--- src/rtl/song_player.sv ---
// -----------------------------------------------------------------------------
// song_player
//
// Plays one of three fixed 8-note melodies as a square wave when the sequencer
// presents a one-hot track select. Raises done at the end of the song and
// holds it until the sequencer releases cv back to 000.
//
// Ports:
//   clk       in   system clock, rising edge
//   rst       in   asynchronous, active-low reset
//   fast      in   (only with SONG_PLAYER_TEMPO_EN) halve the length of notes
//                  started while high
//   cv[2:0]   in   track select: 100 = A, 010 = B, 001 = C, 000 = release/abort
//   spk       out  square-wave audio output
//   busy      out  high while a song is in progress (PLAY or GAP)
//   done      out  high after a completed song until cv returns to 000
//   note_idx  out  index of the current note, 0..7
//
// Optional feature macro: SONG_PLAYER_TEMPO_EN (adds the fast input).
// -----------------------------------------------------------------------------
`timescale 1ns/1ps

module song_player #(
  parameter int unsigned NOTE_LEN   = 12500000,
  parameter int unsigned GAP_LEN    = 1250000,
  parameter int unsigned TONE_SHIFT = 0
) (
  input  logic       clk,
  input  logic       rst,
`ifdef SONG_PLAYER_TEMPO_EN
  input  logic       fast,
`endif
  input  logic [2:0] cv,
  output logic       spk,
  output logic       busy,
  output logic       done,
  output logic [2:0] note_idx
);

  typedef enum logic [1:0] {S_IDLE, S_PLAY, S_GAP, S_DONE} state_t;

  // Last count value of each timer (timers count 0..LEN-1).
  localparam int unsigned NOTE_HALF      = NOTE_LEN >> 1;
  localparam logic [31:0] NOTE_LAST      = 32'(NOTE_LEN - 1);
  localparam logic [31:0] NOTE_FAST_LAST = (NOTE_HALF == 0) ? 32'd0 : 32'(NOTE_HALF - 1);
  localparam logic [31:0] GAP_LAST       = (GAP_LEN == 0) ? 32'd0 : 32'(GAP_LEN - 1);

  // Song tables, note 0 in the least significant 3 bits.
  localparam logic [23:0] SONG_A = {3'd0, 3'd5, 3'd6, 3'd6, 3'd5, 3'd5, 3'd1, 3'd1};
  localparam logic [23:0] SONG_B = {3'd0, 3'd3, 3'd3, 3'd3, 3'd2, 3'd1, 3'd2, 3'd3};
  localparam logic [23:0] SONG_C = {3'd0, 3'd1, 3'd2, 3'd2, 3'd4, 3'd3, 3'd3, 3'd5};

  state_t      state_q, state_d;
  logic [2:0]  song_q, song_d;
  logic [2:0]  note_idx_q, note_idx_d;
  logic [31:0] note_cnt_q, note_cnt_d;
  logic [31:0] gap_cnt_q, gap_cnt_d;
  logic [31:0] div_cnt_q, div_cnt_d;
  logic        spk_q, spk_d;
`ifdef SONG_PLAYER_TEMPO_EN
  logic        fast_q, fast_d;
`endif

  logic [2:0]  note_code;
  logic [31:0] half_period;
  logic [31:0] note_last;
  logic        cv_onehot;
  logic        note_end;
  logic        gap_end;
  logic        last_note;

  function automatic logic [2:0] song_code(input logic [2:0] song, input logic [2:0] idx);
    logic [2:0] code;
    case (song)
      3'b100:  code = SONG_A[idx*3 +: 3];
      3'b010:  code = SONG_B[idx*3 +: 3];
      3'b001:  code = SONG_C[idx*3 +: 3];
      default: code = 3'd0;
    endcase
    return code;
  endfunction

  // Tone ROM with the configurable shift; a shifted-out value still needs at
  // least one cycle per half-period.
  function automatic logic [31:0] tone_hp(input logic [2:0] code);
    logic [31:0] rom;
    logic [31:0] hp;
    case (code)
      3'd1:    rom = 32'd95556;
      3'd2:    rom = 32'd85131;
      3'd3:    rom = 32'd75843;
      3'd4:    rom = 32'd71586;
      3'd5:    rom = 32'd63776;
      3'd6:    rom = 32'd56818;
      3'd7:    rom = 32'd50619;
      default: rom = 32'd0;
    endcase
    hp = rom >> TONE_SHIFT;
    if (hp == 32'd0) hp = 32'd1;
    return hp;
  endfunction

  always_comb begin
    note_code   = song_code(song_q, note_idx_q);
    half_period = tone_hp(note_code);
`ifdef SONG_PLAYER_TEMPO_EN
    note_last   = fast_q ? NOTE_FAST_LAST : NOTE_LAST;
`else
    note_last   = NOTE_LAST;
`endif
    cv_onehot   = (cv == 3'b100) || (cv == 3'b010) || (cv == 3'b001);
    note_end    = (note_cnt_q == note_last);
    gap_end     = (gap_cnt_q == GAP_LAST);
    last_note   = (note_idx_q == 3'd7);
  end

  always_comb begin
    state_d    = state_q;
    song_d     = song_q;
    note_idx_d = note_idx_q;
    note_cnt_d = note_cnt_q;
    gap_cnt_d  = gap_cnt_q;
    div_cnt_d  = div_cnt_q;
    spk_d      = spk_q;
`ifdef SONG_PLAYER_TEMPO_EN
    fast_d     = fast_q;
`endif

    case (state_q)
      S_IDLE: begin
        spk_d = 1'b0;
        if (cv_onehot) begin
          state_d    = S_PLAY;
          song_d     = cv;
          note_idx_d = 3'd0;
          note_cnt_d = 32'd0;
          gap_cnt_d  = 32'd0;
          div_cnt_d  = 32'd0;
`ifdef SONG_PLAYER_TEMPO_EN
          fast_d     = fast;
`endif
        end
      end

      S_PLAY: begin
        // Abort wins over any note advance on the same edge.
        if (cv == 3'b000) begin
          state_d    = S_IDLE;
          song_d     = 3'b000;
          note_idx_d = 3'd0;
          note_cnt_d = 32'd0;
          gap_cnt_d  = 32'd0;
          div_cnt_d  = 32'd0;
          spk_d      = 1'b0;
        end else if (note_end) begin
          spk_d      = 1'b0;
          div_cnt_d  = 32'd0;
          note_cnt_d = 32'd0;
          gap_cnt_d  = 32'd0;
          if (GAP_LEN != 0) begin
            state_d = S_GAP;
          end else if (last_note) begin
            state_d = S_DONE;
          end else begin
            note_idx_d = note_idx_q + 3'd1;
`ifdef SONG_PLAYER_TEMPO_EN
            fast_d     = fast;
`endif
          end
        end else begin
          note_cnt_d = note_cnt_q + 32'd1;
          if (note_code == 3'd0) begin
            spk_d     = 1'b0;
            div_cnt_d = 32'd0;
          end else if (div_cnt_q == half_period - 32'd1) begin
            spk_d     = ~spk_q;
            div_cnt_d = 32'd0;
          end else begin
            div_cnt_d = div_cnt_q + 32'd1;
          end
        end
      end

      S_GAP: begin
        spk_d = 1'b0;
        if (cv == 3'b000) begin
          state_d    = S_IDLE;
          song_d     = 3'b000;
          note_idx_d = 3'd0;
          note_cnt_d = 32'd0;
          gap_cnt_d  = 32'd0;
          div_cnt_d  = 32'd0;
        end else if (gap_end) begin
          gap_cnt_d = 32'd0;
          if (last_note) begin
            state_d = S_DONE;
          end else begin
            state_d    = S_PLAY;
            note_idx_d = note_idx_q + 3'd1;
            note_cnt_d = 32'd0;
            div_cnt_d  = 32'd0;
`ifdef SONG_PLAYER_TEMPO_EN
            fast_d     = fast;
`endif
          end
        end else begin
          gap_cnt_d = gap_cnt_q + 32'd1;
        end
      end

      S_DONE: begin
        spk_d = 1'b0;
        // Only a release re-arms the player, so a held select never replays.
        if (cv == 3'b000) begin
          state_d    = S_IDLE;
          song_d     = 3'b000;
          note_idx_d = 3'd0;
        end
      end

      default: begin
        state_d = S_IDLE;
        spk_d   = 1'b0;
      end
    endcase
  end

  always_ff @(posedge clk or negedge rst) begin
    if (!rst) begin
      state_q    <= S_IDLE;
      song_q     <= 3'b000;
      note_idx_q <= 3'd0;
      note_cnt_q <= 32'd0;
      gap_cnt_q  <= 32'd0;
      div_cnt_q  <= 32'd0;
      spk_q      <= 1'b0;
`ifdef SONG_PLAYER_TEMPO_EN
      fast_q     <= 1'b0;
`endif
    end else begin
      state_q    <= state_d;
      song_q     <= song_d;
      note_idx_q <= note_idx_d;
      note_cnt_q <= note_cnt_d;
      gap_cnt_q  <= gap_cnt_d;
      div_cnt_q  <= div_cnt_d;
      spk_q      <= spk_d;
`ifdef SONG_PLAYER_TEMPO_EN
      fast_q     <= fast_d;
`endif
    end
  end

  assign spk      = spk_q;
  assign note_idx = note_idx_q;
  assign busy     = (state_q == S_PLAY) || (state_q == S_GAP);
  assign done     = (state_q == S_DONE);

endmodule

--- config.mk ---
export PLATFORM = sky130hd
export DESIGN_NAME = song_player
export DESIGN_NICKNAME = d
export VERILOG_FILES = /design/src/rtl/song_player.sv
export SDC_FILE = /design/constraint.sdc
export NUM_CORES = 1
export LEC_CHECK = 0
export BUFFER_PORTS_ARGS = -buffer_cell sky130_fd_sc_hd__buf_2
export CAP_MARGIN = 20
export CORE_MARGIN = 5
export CORE_UTILIZATION = 40
export CTS_BUF_LIST = sky130_fd_sc_hd__clkbuf_8
export DETAILED_ROUTE_END_ITERATION = 10
export HOLD_SLACK_MARGIN = 0.1
export MAX_ROUTING_LAYER = met4
export SYNTH_ARGS = -nofsm -noshare
export SYNTH_HDL_FRONTEND = slang
export SYNTH_SLANG_ARGS = --single-unit
--- constraint.sdc ---
create_clock -name clk -period 4.4 [get_ports clk]
set_input_delay 0.66 -clock clk [delete_from_list [all_inputs] [get_ports clk]]
set_output_delay 0.66 -clock clk [all_outputs]
set_load 0.01 [all_outputs]
==> flow_metrics.tcl, run 1 <==
set metrics [dict create \
    synthTopCellsByArea "dfrtp_1 40%, xnor2_1 5.2%, xor2_1 5.1%" \
    whs_ns 0.125 \
    ys_async_sr_fraction 1.00 \
    area_growth_pct 6.45 \
    cts_buffers 9 \
    postCtsHoldBufs 0 \
    ys_types 76 \
    synth_top_family_by_area "simple AND/OR/NAND/NOR gates" \
    via_per_inst 5.54 \
    yosysTopAreaCell "dfrtp_1" \
    start_util 0.410 \
    ys.flop_type "dfrtp_1" \
    antenna_found_initial 0 \
    dpl.hpwl_um 10300 \
    syn_area_mm2 0.00654 \
    status "complete, no violations" \
    crit_fanout 27 \
    grt_overflow_total 0 \
    synthMuxAreaShare 0.00804 \
    grt_max_degree 84 \
    setup_viol 0 \
    slew_headroom 0.464 \
    place.gp.congestion 0.885 \
    synth_edf_count 0 \
    synthAdderAreaFrac 0.0211 \
    drive_above_1_share 0.0829 \
    ys_seq_area_frac 0.402 \
    clock.fmax_mhz 291 \
    slew_viol_final 0 \
    hold_class "input port to asynchronous set/reset pin" \
    period_needed_ns 3.43 \
    postSynthAreaPerCell_um2 8.70 \
    htreeDepth 3 \
    root_buffer "clkbuf_8" \
    drt_wl_total_um 14700 \
    cts.sinks 105 \
    synth_fp_nets 767 \
    die_x_um 138 \
    fin_crit_sh 0.780 \
    arrival_ns 3.68 \
    rows 46 \
    wl_per_cell_um 15.3 \
    crit_type "register to register" \
    synthSimpleGateAreaFrac 0.282 \
    synth_xor_area_frac 0.103 \
    postCtsResizedCells 0 \
    core_mm2 0.0159 \
    grt_pass1_vias 5165 \
    vdd_drop_max_uv 174 \
    layout_commonest_cell "dfrtp_1" \
    die_area_mm2 0.0190 \
    required_ns 4.65 \
    maxCapViolCount 0 \
    cts_tree "done" \
    clkSlewWorstSetupHoldPaths_ns 0.12 \
    grt_first_pass_wirelength_um 25000 \
    start_kind "register" \
    post_cts_buffers 0 \
    io_pins 11 \
    rsz0062_at_grt "no" \
    fp.dieH_um 138 \
    firstDrtPassIters 5 \
    ys_warn_count 0 \
    max_slew.worst_pin.slew_ns 0.798 \
    reg2reg_slack_ns 0.97 \
    insertedDiodeCount 0 \
    clockBufferDepth 2 \
    grtUsageTotal 0.168 \
    nets 759 \
    port_buffers 10 \
    rr_worst_depth 9 \
    postRouteAntennaNets 0 \
    final.setup_skew_ns 0.0221 \
    final_cell_mix "105 x dfrtp_1, 79 x nor2_1, 65 x nand2_1, 49 x a21oi_1, 44 x o21ai_0" \
    insertion_delay_ns 0.39 \
    leakagePower_uw 0.00273 \
    cp-end-kind "register" \
    synth_seq_cells 105 \
    first_iter_violations 442 \
    synth_compound_area_frac 0.144 \
    p_per_area_mw_per_mm2 406 \
    drc 0 \
    synthCells 751 \
    fin_tns_setup_ns 0 \
    synth.top_cell.area_share 0.402 \
    report.final.hold_viol_count 0 \
    num_vias 5339 \
]
-- layout make-up --
| cell class | instances | area, um^2 |
|---|---|---|
| inverter | 24 | 90.1 |
| fill | 1546 | 8980 |
| clock buffer | 9 | 124 |
| tap | 216 | 270 |
| timing repair buffer | 17 | 125 |
| clock inverter | 7 | 72.6 |
| multi-input combinational | 586 | 3650 |
| sequential | 105 | 2630 |
-- where the power goes --
group | switching [uW] | internal [uW] | total, uW
Clock | 379 | 222 | 601
Sequential | 108 | 1010 | 1120
Combinational | 745 | 361 | 1110
-- path summary, 6_finish.rpt --
check,from,endpoint
max in group asynchronous,rst,note_idx[1]
hold reg to reg,note_cnt_q[1],note_cnt_q[1]
setup reg to reg,note_idx[1],div_cnt_q[12]
min in group clk,note_cnt_q[1],note_cnt_q[1]
setup / recovery,note_idx[1],div_cnt_q[12]
hold / removal,rst,div_cnt_q[14]
-- stage by stage --
stage / utilization / setup slack [ns] / total power, uW / cells / instance area (um^2)
finish: 0.436 / 0.968 / 2830 / 964 / 6960
global placement: 0.422 / 1.13 / 2220 / 947 / 6730
floorplan: - / 1.65 / 1970 / 751 / 6540
detailed placement: 0.422 / 1.03 / 2240 / 947 / 6730
global route: 0.436 / 0.758 / 3030 / 964 / 6960
CTS: 0.435 / 1.02 / 2850 / 963 / 6930
-- flip-flops by register name, indices dropped and copies added (netlist names) --
register	count
div_cnt_q	32
song_q	3
note_idx	3
state_q	2
gap_cnt_q	32
spk	1
note_cnt_q	32
-- cell usage after synthesis, drive strengths merged (6+ instances only) --
master and n:
a21oi 55, and2 6, and3 23, and4 7, buf 20, clkbuf 16
dfrtp 105, ha 11, inv 24, nand2 66, nand2b 13, nand3 43
nand4 19, nor2 79, nor2b 6, nor3 22, nor4 21, o21ai 48
or3 21, xnor2 39, xor2 38
-- worst max-delay path, stage by stage, from the launching register on --
cell and delay, ns:
dfrtp_1 0.82, or3b_4 0.47, a21oi_2 0.21, o31ai_2 0.13, a2111o_1 0.45, a311oi_2 0.29
nand4_2 0.19, o21ai_4 0.26, buf_4 0.35, a21oi_1 0.12
-- metal layers --
layer	part of all wire	global-route usage	vias up
met4	0.018	0.0543	0
li1	-	-	2648
met1	0.46	0.216	2592
met5	0	-	-
met3	0.024	0.0259	18
met2	0.49	0.272	81
-- logic make-up after synthesis --
group | after synthesis
compound gates | 147
xor+xnor | 77
simple gates | 346
buf+inv | 60
fa+ha+maj | 11
flops | 105
mux | 5
Power figures use the tool's default switching activity.
==> inputs of run 2 (changes only) <==
ABC_AREA = 1   (was not set)
clock period = 3.15 ns   (was 4.4 ns; I/O delays follow)
==> flow_metrics.tcl, run 2 <==
set metrics [dict create \
    status "complete, no violations" \
    grtUsageTotal 0.194 \
    clkSlewWorstSetupHoldPaths_ns 0.11 \
    fin_crit_sh 0.888 \
    port_buffers 10 \
    crit_type "register to register" \
    slew_headroom 0.460 \
    ys_types 42 \
    synth_fp_nets 1026 \
    ys_top_cells_by_count "220 x nand2_1, 118 x nor2_1, 115 x inv_1" \
    maxCapViolCount 0 \
    die_x_um 144 \
    cts.sinks 105 \
    grt_first_pass_wirelength_um 31700 \
    ys_warn_count 0 \
    crit_fanout 59 \
    final.setup_skew_ns 0.0208 \
    clockBufferDepth 2 \
    insertedDiodeCount 0 \
    htreeDepth 3 \
    synthTopCellsByArea "dfrtp_1 37%, nand2_1 12%, xor2_1 6.6%" \
    synth.top_cell.area_share 0.366 \
    clock.fmax_mhz 358 \
    via_per_inst 5.34 \
    grt_pass1_vias 6333 \
    layout_commonest_cell "nand2_1" \
    slew_viol_final 0 \
    rsz0062_at_grt "no" \
    core_mm2 0.0178 \
    reg.largest.list "div_cnt_q: 32 flops, gap_cnt_q: 32 flops, note_cnt_q: 32 flops" \
    area_growth_pct 7.43 \
    leakagePower_uw 0.00310 \
    drt_wl_total_um 18600 \
    num_vias 6684 \
    syn_area_mm2 0.00718 \
    period_needed_ns 2.80 \
    report.final.hold_viol_count 0 \
    setup_viol 0 \
    synth_edf_count 0 \
    synth.most_common_cell "nand2_1" \
    crit_path_cell_trace "ha_1 -> inv_1 -> nor3_2 -> nand4_1 -> nor2_1 -> nand2_1 -> nand2_1 -> nand3_4 -> inv_2 -> buf_12 -> nand4_1 -> nor2_1 -> xor2_1 -> a21oi_1" \
    fin_tns_setup_ns 0 \
    cp_top_family "simple AND/OR/NAND/NOR gates" \
    worst-path-buf-inv 3 \
    cp_slowest_cell "dfrtp_1" \
    cts_tree "done" \
    cpPeakStageDelay_ns 0.39 \
    start_kind "register" \
    grt_use_met3 0.0326 \
    grt_overflow_total 0 \
    yosysTopAreaCell "dfrtp_1" \
    cts_buffers 9 \
    dpl.hpwl_um 13700 \
    firstDrtPassIters 5 \
    p_per_area_mw_per_mm2 583 \
    final_util 0.432 \
    postSynthAreaPerCell_um2 7.10 \
    hold_class "input port to register" \
    cp-end-kind "register" \
    ys.flop_type "dfrtp_1" \
    busiest_layer "met1" \
    io_pins 11 \
    insertion_delay_ns 0.39 \
    drc 0 \
    wl_per_cell_um 14.9 \
    rows 49 \
    synthCells 1010 \
    arrival_ns 3.06 \
    ys_seq_area_frac 0.366 \
    required_ns 3.41 \
    synth_seq_cells 105 \
    nets 1033 \
    vdd_drop_max_uv 508 \
    drive_above_1_share 0.0597 \
    ys_async_sr_fraction 1.00 \
    postRouteAntennaNets 0 \
    grtUsageMet1 0.285 \
    place.gp.congestion 0.955 \
    grt_max_degree 60 \
    fp.dieH_um 144 \
    antenna_found_initial 0 \
    die_area_mm2 0.0207 \
    max_slew.worst_pin.slew_ns 0.803 \
    root_buffer "clkbuf_8" \
    start_util 0.402 \
    post_cts_buffers 0 \
    grtUsageMet2 0.282 \
    fill_cells 1863 \
    final_cell_mix "220 x nand2_1, 117 x nor2_1, 115 x inv_1, 105 x dfrtp_1, 79 x nor3_1" \
    first_iter_violations 471 \
]
==> run 2: cell types whose count changed in the layout (fill, tap and decap cells not counted), sizes merged, moves of 27 or more <==
cell   delta
inv      +94
nand2   +157
nor2     +41
nor3     +64
nand3    +34
xnor2    -27
==> run 2: what timing repair did <==
action,4_1_cts,5_1_grt
gates resized for setup,0,2
endpoints found under the setup margin,0,2
hold endpoints to repair,38,0
hold buffers,1,0
==> run 2: metal layers <==
layer	vias to the layer above	wire length [um]
li1	3360	-
met1	3160	9490
met2	151	8090
met3	13	865
met4	0	152
met5	-	0
==> run 2: tightest hold or removal path, cell delays in order <==
cell and delay [ns]:
buf_2 0.12, nand3_1 0.07, o21ai_0 0.07
==> run 2: cells by family (layout without fill, tap and decap cells) <==
logic type,Yosys count,in the layout,share of synthesized area
xor gates and xnor gates,66,66,0.0806
AOI/OAI and AO/OA,99,99,0.0713
buffers and inverters,144,156,0.0830
and+or+nand+nor,584,584,0.378
DFF,105,105,0.366
adders and majority gates,12,12,0.0206
==> run 2: path summary, 6_finish.rpt <==
| check | startpoint | to | slack, ns | depth (start not counted) |
|---|---|---|---|---|
| min | cv[0] | song_q[0] | 0.37 | 3 |
| min in group asynchronous | rst | gap_cnt_q[23] | 0.60 | 2 |
| max | gap_cnt_q[1] | div_cnt_q[18] | 0.35 | 14 |
| min reg2reg | note_cnt_q[2] | note_cnt_q[2] | 0.50 | 1 |
| max reg2reg | gap_cnt_q[1] | div_cnt_q[18] | 0.35 | 14 |
| max in group asynchronous | rst | div_cnt_q[29] | 1.75 | 3 |
==> run 2: final cells by class <==
| type | count | area (um^2) | share of cell area |
|---|---|---|---|
| multi-input combinational | 761 | 3960 | 0.514 |
| sequential | 105 | 2630 | 0.341 |
| inverter | 121 | 458 | 0.0594 |
| tap | 229 | 287 | 0.0372 |
| timing repair buffer | 19 | 148 | 0.0192 |
| clock buffer | 9 | 124 | 0.0161 |
| clock inverter | 7 | 103 | 0.0133 |
==> run 2: power breakdown <==
group | internal (uW) | switching, uW
Combinational | 531 | 1500
Clock | 458 | 511
Sequential | 1420 | 80.3
Total | 2410 | 2090
==> run 2: per-stage QoR <==
step / total power, uW / hold slack [ns] / area (um^2) / cells / setup slack (ns)
2_1_floorplan: 3110 / 0.177 / 7180 / 1010 / 0.823
3_3_place_gp: 3550 / 0.478 / 7460 / 1234 / 0.391
3_5_place_dp: 3550 / 0.479 / 7460 / 1234 / 0.323
4_1_cts: 4540 / 0.351 / 7700 / 1251 / 0.284
5_1_grt: 4880 / 0.364 / 7710 / 1251 / 0.0733
6_report: 4500 / 0.373 / 7710 / 1251 / 0.354
